$ cat src/rtl/definitions_pkg.sv
// rtl/definitions_pkg.sv - shared clock/baud constants and receiver state type
package definitions_pkg;
  localparam int CLOCK_RATE         = 50_000_000;
  localparam int BAUD_RATE          = 115_200;
  localparam int OVERSAMPLE_DEFAULT = 16;

  typedef enum logic [1:0] {IDLE, START, DATA, STOP} rx_state_t;
endpackage

$ cat src/rtl/uart_baud_tick.sv
// rtl/uart_baud_tick.sv - oversample tick divider, restartable so ticks align to a frame
module uart_baud_tick #(
  parameter int TICK_DIV = 2
) (
  input  logic clk,
  input  logic rst,
  input  logic clear,
  output logic tick
);
  localparam int CW = (TICK_DIV > 1) ? $clog2(TICK_DIV) : 1;

  logic [CW-1:0] r_cnt;
  logic          w_wrap;

  assign w_wrap = (r_cnt == CW'(TICK_DIV - 1));
  assign tick   = w_wrap && !clear;

  always_ff @(posedge clk or posedge rst) begin
    if (rst)
      r_cnt <= '0;
    else if (clear || w_wrap)
      r_cnt <= '0;
    else
      r_cnt <= r_cnt + CW'(1);
  end
endmodule

$ cat src/rtl/uart_receiver.sv
// rtl/uart_receiver.sv - oversampling 8N1 UART receiver with valid/ready output hold
module uart_receiver #(
  parameter int OVERSAMPLE = definitions_pkg::OVERSAMPLE_DEFAULT,
  parameter int CLOCK_RATE = definitions_pkg::CLOCK_RATE,
  parameter int BAUD_RATE  = definitions_pkg::BAUD_RATE
) (
  input  logic       clk,
  input  logic       rst,
  input  logic       enabled,
  input  logic       in,
  output logic [7:0] data,
  output logic       valid,
  input  logic       ready,
  output logic       busy,
  output logic       frame_error,
  output logic       overrun
);
  import definitions_pkg::*;

  localparam int TICK_DIV = CLOCK_RATE / (BAUD_RATE * OVERSAMPLE);
  localparam int SW       = $clog2(OVERSAMPLE);
  localparam logic [SW-1:0] MID  = SW'(OVERSAMPLE / 2 - 1);
  localparam logic [SW-1:0] LAST = SW'(OVERSAMPLE - 1);

  logic          r_sync1, r_sync2, r_sync3;
  rx_state_t     r_state, w_state_next;
  logic [SW-1:0] r_sample_cnt;
  logic [2:0]    r_bit_cnt;
  logic [7:0]    r_shift, r_data;
  logic          r_valid, r_load, r_frame_error, r_overrun;
  logic          w_tick, w_fall, w_clear, w_mid, w_bit_end;

  assign w_fall    = r_sync3 && !r_sync2;
  assign w_clear   = (r_state == IDLE) && enabled && w_fall;
  assign w_mid     = w_tick && (r_sample_cnt == MID);
  assign w_bit_end = w_tick && (r_sample_cnt == LAST);

  assign data        = r_data;
  assign valid       = r_valid;
  assign busy        = (r_state != IDLE);
  assign frame_error = r_frame_error;
  assign overrun     = r_overrun;

  uart_baud_tick #(.TICK_DIV(TICK_DIV)) u_baud_tick (
    .clk   (clk),
    .rst   (rst),
    .clear (w_clear),
    .tick  (w_tick)
  );

  always_ff @(posedge clk or posedge rst) begin
    if (rst)
      r_state <= IDLE;
    else
      r_state <= w_state_next;
  end

  always_comb begin
    w_state_next = r_state;
    case (r_state)
      IDLE:  if (w_clear) w_state_next = START;
      START: if (w_mid) w_state_next = r_sync2 ? IDLE : DATA;
      DATA:  if (w_bit_end && r_bit_cnt == 3'd7) w_state_next = STOP;
      STOP:  if (w_bit_end) w_state_next = IDLE;
      default: w_state_next = IDLE;
    endcase
    if (!enabled)
      w_state_next = IDLE;
  end

  always_ff @(posedge clk or posedge rst) begin
    if (rst) begin
      r_sync1       <= 1'b1;
      r_sync2       <= 1'b1;
      r_sync3       <= 1'b1;
      r_sample_cnt  <= '0;
      r_bit_cnt     <= '0;
      r_shift       <= '0;
      r_data        <= '0;
      r_valid       <= 1'b0;
      r_load        <= 1'b0;
      r_frame_error <= 1'b0;
      r_overrun     <= 1'b0;
    end else begin
      r_sync1       <= in;
      r_sync2       <= r_sync1;
      r_sync3       <= r_sync2;
      r_load        <= 1'b0;
      r_frame_error <= 1'b0;
      r_overrun     <= 1'b0;

      if (!enabled || r_state == IDLE) begin
        r_sample_cnt <= '0;
        r_bit_cnt    <= '0;
      end else if (r_state == START) begin
        if (w_mid)
          r_sample_cnt <= '0;
        else if (w_tick)
          r_sample_cnt <= r_sample_cnt + SW'(1);
      end else if (w_bit_end) begin
        r_sample_cnt <= '0;
        if (r_state == DATA) begin
          r_shift   <= {r_sync2, r_shift[7:1]};
          r_bit_cnt <= r_bit_cnt + 3'd1;
        end else begin
          r_load        <= r_sync2;
          r_frame_error <= !r_sync2;
        end
      end else if (w_tick) begin
        r_sample_cnt <= r_sample_cnt + SW'(1);
      end

      // A byte landing in the same clk as an accept replaces the accepted one, so no overrun.
      if (r_load) begin
        r_data    <= r_shift;
        r_valid   <= 1'b1;
        r_overrun <= r_valid && !ready;
      end else if (r_valid && ready) begin
        r_valid <= 1'b0;
      end
    end
  end
endmodule
$ cat config.mk
export PLATFORM = sky130hd
export DESIGN_NAME = uart_receiver
export DESIGN_NICKNAME = d
export VERILOG_FILES = /design/src/rtl/definitions_pkg.sv /design/src/rtl/uart_baud_tick.sv /design/src/rtl/uart_receiver.sv
export SDC_FILE = /design/constraint.sdc
export NUM_CORES = 1
export LEC_CHECK = 0
export BUFFER_PORTS_ARGS = -buffer_cell sky130_fd_sc_hd__buf_2
export CAP_MARGIN = 40
export CORE_ASPECT_RATIO = 0.6
export CORE_MARGIN = 2
export CORE_UTILIZATION = 61
export DETAILED_ROUTE_END_ITERATION = 7
export PLACE_DENSITY = 0.9
export SETUP_SLACK_MARGIN = 0.2
export SYNTH_ARGS = -nofsm -noshare
export SYNTH_HDL_FRONTEND = slang
export SYNTH_SLANG_ARGS = --single-unit
$ cat constraint.sdc
create_clock -name clk -period 4.3 [get_ports clk]
set_input_delay 0.215 -clock clk [delete_from_list [all_inputs] [get_ports clk]]
set_output_delay 0.215 -clock clk [all_outputs]
set_load 0.05 [all_outputs]
==> qor.json <==
{
  "floorplanning": {
    "initial_utilization_pct": 64.4,
    "core-area_um2": 2500,
    "dieWidth_um": 70.4,
    "rows": 14,
    "die_height_um": 43.8,
    "design.die.area_um2": 3080,
    "ports": 17
  },
  "clock_network": {
    "clock_path_buffers": 2,
    "cts_root_buffer": "sky130_fd_sc_hd__clkbuf_8",
    "tritoncts.num_buffers": 5,
    "clkTransAtPathRegs_ps": 80,
    "clk-insertion-delay-late_ps": 290,
    "cts_setup_buffers": 0,
    "number_of_cells_upsized_or_downsized_after_cts": 0,
    "tritoncts": "done",
    "cts_num_sinks": 37,
    "cts_hold_buf": 0,
    "htree_levels": 2
  },
  "placement": {
    "port-buffer-count": 16,
    "placer_congestion": 0.873,
    "detailed_place_hpwl_mm": 2.05,
    "postPlaceCellArea_um2": 1720,
    "numPlacedInstances": 177
  },
  "worst_setup_path": {
    "criticalPathCategory": "reg2reg",
    "cpMaxStageDelayCell": "sky130_fd_sc_hd__dfrtp_1",
    "endpoint_kind": "flip-flop",
    "startpoint_type": "flip-flop",
    "critPathMaxFanout": 9,
    "critPathRequiredTime_ps": 4470,
    "cp_data_arrival_time_ps": 2350,
    "critical_path.cell_chain": "inv_1, ha_1, nand4b_4, or2_1, nor3_4, mux2_2",
    "timing.critical_path.slowest_cell_delay_ps": 410
  },
  "cells_and_area": {
    "final_nets": 162,
    "layout.cells.most_common": "sky130_fd_sc_hd__dfrtp_1",
    "final_core_utilization_pct": 72.7,
    "final_layout_size_suffix_gt1_share_pct": 30.1,
    "num-fill-cells": 166,
    "antennaDiodeCount": 0,
    "final_cell_mix": "sky130_fd_sc_hd__dfrtp_1 (34), sky130_fd_sc_hd__mux2_2 (16), sky130_fd_sc_hd__buf_2 (16), sky130_fd_sc_hd__nor2_1 (10), sky130_fd_sc_hd__inv_1 (8)",
    "multi_input_area_um2": 633,
    "final_cell_area_um2": 1820,
    "layout.cells.non_filler": 185,
    "area.sequential_um2": 930,
    "areaGrowthSynthToFinish_pct": 13.0
  },
  "logic_synthesis": {
    "syn-cell-area_um2": 1610,
    "yosys_warnings": 0,
    "synth-main-ff-cell": "sky130_fd_sc_hd__dfrtp_1",
    "flops_latches_synth": 37,
    "syn_area_per_cell_um2": 12.1,
    "synth.largest_area_cell": "sky130_fd_sc_hd__dfrtp_1",
    "asyncSetResetFlopFracSynth_pct": 100,
    "post_synth_inst_count": 133,
    "synthDominantCellAreaShare_pct": 52.8,
    "synth_enable_flop_cells": 0,
    "number_of_different_library_cells_in_the_post_synthesis_netlist": 32,
    "yosysSeqAreaShare_pct": 57.6,
    "ranking_of_synthesized_cells_by_area": "sky130_fd_sc_hd__dfrtp_1 (53%), sky130_fd_sc_hd__mux2_2 (11%), sky130_fd_sc_hd__dfstp_2 (4.9%)",
    "syn_nets": 143
  },
  "drt": {
    "routedWlPerCell_um": 15.7,
    "drt_pass1_iterations": 5,
    "vias": 1058,
    "ant_nets": 0,
    "viasPerCell": 5.72,
    "drt_drc": 0,
    "detail_route.iter0.violations": 120,
    "route.final.wire_length_mm": 2.91
  },
  "global_routing": {
    "grt.overflow.total": 0,
    "total_routing_resource_utilization_after_global_routing_pct": 21.2,
    "grt_antenna_before_repair": 0,
    "first_global_vias": 1014,
    "grt_pass1_wl_mm": 4.84,
    "grt_start_max_net_pins": 38
  },
  "sta": {
    "fin_tns_setup_ps": 0,
    "timing.final.crit_share_pct": 50.6,
    "setup_repair_after_global_routing_missed_its_margin": "no",
    "timing.final.crit_period_ps": 2180,
    "hold_violations": 0,
    "setup_viol_count_final": 0,
    "max_freq_ghz": 0.460,
    "hold_slack_ps": 17.7,
    "tightestPinTransition_ps": 525,
    "finClkSkew_ps": 9.73,
    "timing.max_slew.rel_slack_pct": 64.5,
    "drv_slew": 0
  },
  "min_path": {
    "worstHoldPathType": "in2async"
  },
  "power_and_ir_drop": {
    "leakagePower_nw": 0.928,
    "irDropWorstVdd_uv": 220,
    "power_density_nw_per_um2": 412
  },
  "flow_run": {
    "max-cap-violations": 0
  },
  "status": {
    "status": "completed"
  }
}
==> final timing paths <==
path	from	endpoint	slack [ps]	cells after the start
min reg2reg	r_sync1$_DFF_PP1_	r_sync2$_DFF_PP1_	360	0
max	u_baud_tick.r_cnt[0]$_DFF_PP0_	r_shift[5]$_DFFE_PP0P_	2120	6
max reg2reg	u_baud_tick.r_cnt[0]$_DFF_PP0_	r_shift[5]$_DFFE_PP0P_	2120	6
max in group asynchronous	rst	r_sync1$_DFF_PP1_	3930	3
min	rst	r_sample_cnt[3]$_DFF_PP0_	20	3
min in group clk	in	r_sync1$_DFF_PP1_	20	1
==> stage by stage <==
step | total power [W] | setup slack, ps
4_1_cts | 0.000752 | 2140
3_5_place_dp | 0.000490 | 2160
3_3_place_gp | 0.000479 | 2270
5_1_grt | 0.000780 | 2030
6_report | 0.000750 | 2120
2_1_floorplan | 0.000465 | 2330
==> report_power, final <==
part           switching (W)  internal, W
registers          0.0000319     0.000373
clock network       0.000122     0.000145
logic              0.0000433    0.0000356
total               0.000197     0.000553
==> worst max-delay path, delay by kind of cell (launching register included) <==
family | cells | cell delay (ps)
muxes | 1 | 390
buffers and inverters | 1 | 70
DFF | 1 | 410
and+or+nand+nor | 3 | 980
adders and majority gates | 1 | 220
==> layer usage <==
| metal | part of all wire [%] | global-route usage (%) | vias up |
|---|---|---|---|
| met5 | 0 | 0 | - |
| li1 | - | - | 500 |
| met1 | 50 | 30.3 | 520 |
| met3 | 5.2 | 8.60 | 6 |
| met4 | 1.1 | 6.92 | 0 |
| met2 | 43 | 29.8 | 32 |
==> synthesized netlist by cell type, types with 3 or more instances <==
library cell and n:
sky130_fd_sc_hd__xnor2_1 4, sky130_fd_sc_hd__nor2_1 10, sky130_fd_sc_hd__nand2_1 7, sky130_fd_sc_hd__nor3_1 3, sky130_fd_sc_hd__clkbuf_1 4, sky130_fd_sc_hd__o21ai_0 4
sky130_fd_sc_hd__dfrtp_1 34, sky130_fd_sc_hd__a21oi_1 3, sky130_fd_sc_hd__dfstp_2 3, sky130_fd_sc_hd__mux2_2 16, sky130_fd_sc_hd__ha_1 5, sky130_fd_sc_hd__inv_1 8
sky130_fd_sc_hd__nand3_1 7
==> area by class of cell <==
class	count	share of cell area [%]
Tap cell	32	2.20
Multi-Input combinational cell	83	34.8
Inverter	8	1.65
Sequential cell	37	51.0
Clock buffer	7	5.29
Clock inverter	1	0.275
Timing Repair Buffer	17	4.81
==> state kept, by name, summed over array words and instances (netlist names) <==
register and flops:
data 8, frame_error 1, overrun 1, r_bit_cnt 3
r_load 1, r_sample_cnt 4, r_shift 8, r_state 2
r_sync1 1, r_sync2 1, r_sync3 1, u_baud_tick.r_cnt 5
valid 1
==> kinds of logic after synthesis <==
logic type                 after synthesis  share of synthesized area [%]
and+or+nand+nor                         40                           14.3
DFF                                     37                           57.6
muxes                                   18                           12.4
AOI/OAI and AO/OA                       14                           5.43
buffers and inverters                   13                           3.10
xor gates and xnor gates                 6                           3.26
adders and majority gates                5                           3.88
Power figures use the tool's default switching activity.
